==> config.mk <==
export PLATFORM = sky130hd
export DESIGN_NAME = index_decoder_flat
export DESIGN_NICKNAME = d
export VERILOG_FILES = /design/src/rtl/index_decoder_if.sv /design/src/rtl/index_decoder.sv /design/src/flat_wrapper.sv
export SDC_FILE = /design/constraint.sdc
export NUM_CORES = 1
export LEC_CHECK = 0
export BUFFER_PORTS_ARGS = -buffer_cell sky130_fd_sc_hd__buf_2
export CAP_MARGIN = 15
export CORE_MARGIN = 2
export CORE_UTILIZATION = 35
export CTS_BUF_LIST = sky130_fd_sc_hd__clkbuf_2 sky130_fd_sc_hd__clkbuf_4 sky130_fd_sc_hd__clkbuf_8
export CTS_CLUSTER_SIZE = 30
export DETAILED_ROUTE_END_ITERATION = 10
export SYNTH_ARGS = -nofsm -noshare
export SYNTH_HDL_FRONTEND = slang
export SYNTH_SLANG_ARGS = --single-unit
==> constraint.sdc <==
create_clock -name clk -period 4 [get_ports clk]
set_input_delay 0.8 -clock clk [delete_from_list [all_inputs] [get_ports clk]]
set_output_delay 0.8 -clock clk [all_outputs]
set_load 0.02 [all_outputs]
==> src/rtl/index_decoder_if.sv <==
// Request/result bundle for the 256-entry index decoder and its bit mask.
// The master side issues requests and drains results; the slave side is the decoder.
interface index_decoder_if;
    logic         in_valid;
    logic         in_ready;
    logic [7:0]   in_idx;
    logic [1:0]   in_op;
    logic         out_valid;
    logic         out_ready;
    logic [255:0] out_onehot;
    logic         out_hit;
    logic [255:0] mask;
    logic [8:0]   mask_count;

    modport slave (
        input  in_valid, in_idx, in_op, out_ready,
        output in_ready, out_valid, out_onehot, out_hit, mask, mask_count
    );

    modport master (
        output in_valid, in_idx, in_op, out_ready,
        input  in_ready, out_valid, out_onehot, out_hit, mask, mask_count
    );
endinterface

==> src/rtl/index_decoder.sv <==
// One-hot index decoder with a 256-bit accumulated mask; result valid 1 cycle after accept.
// Single result register: in_ready = !out_valid | out_ready, so a stalled result blocks new requests.
module index_decoder (
    input  logic               clk,
    input  logic               rst,
    index_decoder_if.slave     bus
);
    localparam logic [1:0] OP_DECODE = 2'b00;
    localparam logic [1:0] OP_SET    = 2'b01;
    localparam logic [1:0] OP_CLR    = 2'b10;
    localparam logic [1:0] OP_CLRALL = 2'b11;

    typedef struct packed {
        logic [255:0] onehot;
        logic         hit;
    } result_t;

    logic         out_valid_q;
    result_t      result_q;
    logic [255:0] mask_q;
    logic [8:0]   count_q;

    logic         accept;
    logic         hit_bit;
    result_t      nxt_result;
    logic [255:0] nxt_mask;
    logic [8:0]   nxt_count;

    assign bus.in_ready = !out_valid_q | bus.out_ready;
    assign accept       = bus.in_valid & bus.in_ready;
    assign hit_bit      = mask_q[bus.in_idx];

    always_comb begin
        nxt_result.onehot              = '0;
        nxt_result.onehot[bus.in_idx]  = 1'b1;
        nxt_result.hit                 = hit_bit;
        nxt_mask                       = mask_q;
        nxt_count                      = count_q;
        case (bus.in_op)
            OP_DECODE: begin
                nxt_mask  = mask_q;
            end
            OP_SET: begin
                nxt_mask[bus.in_idx] = 1'b1;
                // Count only moves on an actual bit transition, so it tracks popcount exactly.
                if (!hit_bit) begin
                    nxt_count = count_q + 9'd1;
                end
            end
            OP_CLR: begin
                nxt_mask[bus.in_idx] = 1'b0;
                if (hit_bit) begin
                    nxt_count = count_q - 9'd1;
                end
            end
            default: begin
                nxt_result.onehot = '0;
                nxt_result.hit    = |mask_q;
                nxt_mask          = '0;
                nxt_count         = '0;
            end
        endcase
    end

    always_ff @(posedge clk) begin
        if (rst) begin
            out_valid_q <= 1'b0;
            result_q    <= '0;
            mask_q      <= '0;
            count_q     <= '0;
        end else if (accept) begin
            // Accept while draining keeps out_valid high and reloads: full throughput.
            out_valid_q <= 1'b1;
            result_q    <= nxt_result;
            mask_q      <= nxt_mask;
            count_q     <= nxt_count;
        end else if (bus.out_ready) begin
            out_valid_q <= 1'b0;
        end
    end

    assign bus.out_valid  = out_valid_q;
    assign bus.out_onehot = result_q.onehot;
    assign bus.out_hit    = result_q.hit;
    assign bus.mask       = mask_q;
    assign bus.mask_count = count_q;
endmodule

==> src/flat_wrapper.sv <==
// flat-port wrapper written by rule: the top's interface ports become plain ports
module index_decoder_flat 
  (clk, rst, bus_in_valid, bus_in_idx, bus_in_op, bus_out_ready, bus_in_ready, bus_out_valid, bus_out_onehot, bus_out_hit, bus_mask, bus_mask_count);
  index_decoder_if bus_i ();
  input  logic clk;
  input  logic rst;
  input wire logic [$bits(bus_i.in_valid)-1:0] bus_in_valid;
  input wire logic [$bits(bus_i.in_idx)-1:0] bus_in_idx;
  input wire logic [$bits(bus_i.in_op)-1:0] bus_in_op;
  input wire logic [$bits(bus_i.out_ready)-1:0] bus_out_ready;
  output wire logic [$bits(bus_i.in_ready)-1:0] bus_in_ready;
  output wire logic [$bits(bus_i.out_valid)-1:0] bus_out_valid;
  output wire logic [$bits(bus_i.out_onehot)-1:0] bus_out_onehot;
  output wire logic [$bits(bus_i.out_hit)-1:0] bus_out_hit;
  output wire logic [$bits(bus_i.mask)-1:0] bus_mask;
  output wire logic [$bits(bus_i.mask_count)-1:0] bus_mask_count;
  assign bus_i.in_valid = bus_in_valid;
  assign bus_i.in_idx = bus_in_idx;
  assign bus_i.in_op = bus_in_op;
  assign bus_i.out_ready = bus_out_ready;
  assign bus_in_ready = bus_i.in_ready;
  assign bus_out_valid = bus_i.out_valid;
  assign bus_out_onehot = bus_i.out_onehot;
  assign bus_out_hit = bus_i.out_hit;
  assign bus_mask = bus_i.mask;
  assign bus_mask_count = bus_i.mask_count;
  index_decoder u_core (.clk(clk), .rst(rst), .bus(bus_i));
endmodule
# Yosys cells after proc, flatten, opt, wreduce, memory -nomap -nowiden
# Index checks and enable logic that the tools add are counted.
# W data, S select, Z words.
dict set report word_totals {
  input_bits 14
  out_inout_bits 524
  wordCells 38
  ff_bits 523
}
dict set report classes {
  n_reduce_logical 8
  addsub 2
  bitwise 6
  n_eq_ne 4
  mux 11
  order_cmp 2
}
# cell count
set op_table {}
lappend op_table {{$pmux W256 S3} 1}
lappend op_table {{$mux W257} 1}
lappend op_table {{$and A256 B256 Y256} 1}
lappend op_table {{$not A256 Y256} 1}
lappend op_table {{$or A256 B256 Y256} 1}
lappend op_table {{$reduce_or A256 Y1} 1}
lappend op_table {{$pmux W9 S3} 1}
lappend op_table {{$mux W9} 2}
lappend op_table {{$add A9 B1 Y9 const B} 1}
lappend op_table {{$lt A8 B9 Y1 const B} 1}
lappend op_table {{$sub A9 B1 Y9 const B} 1}
lappend op_table {{$bmux W1 S8} 1}
lappend op_table {{$demux W1 S8} 1}
lappend op_table {{$ge A8 B1 Y1 const B} 1}
lappend op_table {{$mux W1} 4}
lappend op_table {{$reduce_and A4 Y1} 1}
lappend op_table {{$reduce_or A3 Y1} 1}
lappend op_table {{$eq A2 B1 Y1 const B} 1}
lappend op_table {{$eq A2 B2 Y1 const B} 1}
lappend op_table {{$logic_not A2 Y1} 1}
lappend op_table {{$ne A2 B1 Y1 const B} 1}
lappend op_table {{$ne A2 B2 Y1 const B} 1}
lappend op_table {{$reduce_and A2 Y1} 1}
lappend op_table {{$reduce_bool A2 Y1} 1}
lappend op_table {{other kinds (5)} 5}

# Logic depth before layout (Yosys ltp)
dict set report depth {
  word_depth 7
  mapped_depth 13
  depth_no_buf 11
}

# Least setup slack after synthesis
# OpenSTA, ideal clock, no wires.
dict set report synth_timing {
  kind {input port to flip-flop}
  from {input port bus_in_op[0]}
  to {register u_core.count_q[8] (netlist: u_core.bus.mask_count[8])}
  path_buffers 0
  setup_slack_ps 593
  required_ps 3883
  t_arrival_ps 3289
  cell_stages 11
  setup_ps 117
  path_cell_list {inv_1 -> ha_1 -> fa_1 -> a21o_1 -> a21oi_1 -> o21bai_1 -> a2111o_1 -> and3_1 -> o21ai_0 -> or3b_1 -> a32o_1}
}
dict set report synth_between {
  elab_chain_len 3
  elab_cells_between_ends 8
  classes_between {eq/ne (4); mux (1); bitwise (1); reduce/logical (2)}
}
# element line
set synth_rtl {}
lappend synth_rtl {{from (decl)} flat_wrapper.sv:9} ;# input wire logic [$bits(bus_i.in_op)-1:0] bus_in_op;
lappend synth_rtl {{$eq A2 B2 Y1, or another cell as far along} index_decoder.sv:39} ;# case (bus.in_op)
lappend synth_rtl {{$ne A2 B1 Y1 (no source line), or another cell as far along} -}
lappend synth_rtl {{$reduce_and A4 Y1 (no source line)} -}
lappend synth_rtl {{to (signal assigned)} index_decoder.sv:76} ;# count_q <= nxt_count;
lappend synth_rtl {{to (decl)} index_decoder.sv:21} ;# logic [8:0] count_q;
# Parallel ways exist; a longest one is shown, timed or not.
# A chain may end at the register's enable or synchronous reset.

# Final worst setup path
dict set report layout_timing {
  from {input port bus_in_idx[0]}
  to {register u_core.count_q[8] (netlist: u_core.bus.mask_count[8])}
}
dict set report layout_between {
  elab_chain_len 4
  elab_cells_between_ends 5
  classes_between {eq/ne (2); mux (2); reduce/logical (1)}
}
# element line
set layout_rtl {}
lappend layout_rtl {{from (decl)} flat_wrapper.sv:8} ;# input wire logic [$bits(bus_i.in_idx)-1:0] bus_in_idx;
lappend layout_rtl {{$bmux W1 S8 (*)} index_decoder.sv:31} ;# assign hit_bit = mask_q[bus.in_idx];
lappend layout_rtl {{$mux W1 (implied by the code) (*)} index_decoder.sv:31}
lappend layout_rtl {{$ne A2 B1 Y1 (no source line) or $ne A2 B2 Y1 (tied branches)} -}
lappend layout_rtl {{$reduce_and A4 Y1 (no source line) (*)} -}
# Every way passes the cells marked *; elsewhere a longest branch is shown, timed or not. The select of a mux whose other input is x is not followed.

==> flow_summary.json <==
{
  "place_area_sq_mm": 0.0289,
  "via_per_inst": 6.21,
  "grt_pass1_wl_um": 172000,
  "totalWireLength_um": 120000,
  "ctsResizeCount": 0,
  "max_freq_mhz": 306,
  "rows": 97,
  "fin_tns_setup_ns": 0,
  "synth_edf_count": 0,
  "hold_viol_final": 0,
  "arrival_ns": 3.87,
  "synthFlopType": "dfxtp_1",
  "antenna_found_initial": 5,
  "maxCapViolations": 0,
  "fin_total_pwr_mw": 11.7,
  "final_max_slew_viol_count": 0,
  "syn_area_per_cell_sq_um": 8.76,
  "cp-start-kind": "input port",
  "drt_first_pass_iters": 7,
  "hp-class": "input port to flip-flop",
  "post_drt_wl_per_cell_um": 28.0,
  "ant_nets": 0,
  "finalCritPeriodShare_pct": 81.6,
  "ys_ff_latch": 523,
  "io_buffers": 537,
  "die_w_um": 270,
  "irDropWorstVdd_v": 0.000219,
  "cp_max_fo": 15,
  "crit_required_ns": 4.60,
  "final-instance-count-excl-fill": 4284,
  "drc_errors": 0,
  "die_area_sq_mm": 0.0731,
  "routed-via-count": 26600,
  "routabilityCongestion": 0.960,
  "root_buffer": "clkbuf_8",
  "synth_cell_types": 57,
  "grt_overflow": 0,
  "relSlewSlack_pct": 0.828,
  "nets": 3303,
  "postSynth.asyncResetShare_pct": 0,
  "fin_util_pct": 44.0,
  "synth_fp_nets": 2861,
  "ios": 538,
  "outcome": "finished clean",
  "seq_area_frac_synth_pct": 42.2,
  "coreArea_sq_mm": 0.0701,
  "cts_hold_buf": 0,
  "clkSinkCount": 523,
  "clk_pin_slew_ns": 0.07,
  "cts_max_level": 3,
  "min_period_ns": 3.26,
  "area_delta_synth_final_pct": 24.4,
  "grt_pass1_vias": 24000,
  "yosysWarnings": 0,
  "clk_latency_ns": 0.71,
  "postSynthCellCount": 2835,
  "dp.cells": 4121,
  "cts_setup_buffers": 0,
  "clk_path_buf_depth": 3,
  "grtUsageTotal_pct": 31.1,
  "finalWorstSetupSlack_ns": 0.736,
  "place_hpwl_um": 78900,
  "cts_made_buffers": 92,
  "drive_gt1_share_pct": 28.6,
  "cts_tree": "built",
  "synth_area_sq_mm": 0.0248,
  "end_kind": "flip-flop",
  "p_leak_nw": 12.1,
  "setup_violations": 0,
  "path_class": "input port to flip-flop",
  "rsz0062_at_grt": "false",
  "design_area_sq_mm": 0.0309,
  "hold_ws_ns": 0.363,
  "worst_pin_slew_ns": 1.49,
  "pre_cts_slack_ns": 0.0380,
  "drt_iter0_drc": 4167,
  "die_height_um": 270,
  "clock_skew_ns": 0.0229,
  "p_per_area_mw_per_mm2": 378,
  "initial_utilization_pct": 35.4,
  "grt_max_degree": 257
}
-- synthesized netlist by cell type (all sizes together), types with 2 or more instances --
cell type	number	area, sq um
nor2b	9	56.3
clkbuf	315	1180
buf	26	165
o21a	116	871
o22ai	4	25.0
ha	11	138
nand4	18	113
mux2i	17	170
xor2	2	17.5
a211oi	256	1920
mux2	2	22.5
nand2b	10	62.6
a22oi	258	1940
o21ai	261	1310
a21oi	270	1360
or4	2	15.0
or2	3	18.8
dfxtp	523	10500
a21o	2	15.0
and3	3	18.8
nor2	327	1230
nand3	18	90.1
o21bai	3	22.5
or3	2	12.5
inv	10	37.5
nor3b	2	15.0
o41ai	2	36.3
o221ai	4	35.0
nor3	25	125
xnor2	4	35.0
mux4	66	1510
o211ai	6	50.1
nand2	33	124
nor4	68	425
a2111oi	2	17.5
o2111ai	2	17.5
a21boi	142	1070
-- where the power goes --
part           internal [mW]  total (mW)  switching (mW)  leakage [nW]
sequential              5.22        5.23          0.0127          4.21
combinational          0.325        1.16           0.839          6.84
clock                   2.84        5.26            2.42          1.02
-- sequential cells by signal, summed over array words and instances, names as in the netlist --
| name | count |
|---|---|
| u_core.bus.mask | 256 |
| u_core.bus.mask_count | 9 |
| u_core.bus.out_hit | 1 |
| u_core.bus.out_onehot | 256 |
| u_core.bus.out_valid | 1 |
-- cells by family after synthesis --
logic type	after synthesis	synth area share [%]
buf+inv	352	5.59
simple gates	524	9.41
mux	85	6.87
xor+xnor	6	0.212
flops	523	42.2
compound gates	1333	35.1
fa+ha+maj	12	0.635
-- area by class of cell --
type | instances | area (sq um)
antenna | 3 | 7.51
timing repair buffer | 689 | 4110
fill | 7009 | 39300
multi-input combinational | 1960 | 13200
inverter | 11 | 41.3
sequential | 523 | 10500
tap | 940 | 1180
clock inverter | 17 | 140
clock buffer | 141 | 1780
-- layer usage --
layer  part of all wire, %  wire, um  GRT usage (%)
met3                    12     14100           9.05
met1                    40     48500           41.9
met4                   4.8      5740           15.3
met5                 0.011        13              0
met2                    43     51500           45.4
-- path summary, 6_finish.rpt --
kind | startpoint | endpoint | slack, ns | cells past startpoint
max | bus_in_idx[0] | u_core.bus.mask_count[8] | 0.74 | 9
min | bus_in_valid | u_core.bus.out_valid | 0.36 | 3
max reg2reg | u_core.bus.mask[68] | u_core.bus.mask_count[8] | 0.94 | 8
min reg2reg | u_core.bus.mask_count[6] | u_core.bus.mask_count[6] | 0.49 | 2
-- layout by cell type (no fill, tap or decap), types with 26 or more instances in the layout --
master / synthesis / final
o21a_1: 116 / 116
a211oi_1: 256 / 256
dfxtp_1: 523 / 523
clkbuf_4: 0 / 26
a22oi_1: 258 / 258
clkbuf_8: 0 / 115
a21oi_1: 269 / 269
a21boi_0: 142 / 142
mux4_2: 59 / 59
nand2_1: 33 / 32
nor2_1: 327 / 301
buf_4: 4 / 131
o21ai_0: 261 / 261
buf_2: 11 / 535
nor4_1: 68 / 67
-- worst max-delay path: stages --
cell,delay (ns)
buf_4,0.31
buf_4,0.35
mux4_1,0.59
mux4_2,0.51
o221ai_1,0.22
o211ai_2,0.19
a31o_1,0.28
or3b_1,0.35
a32o_1,0.25
(Power assumes the default switching activity.)
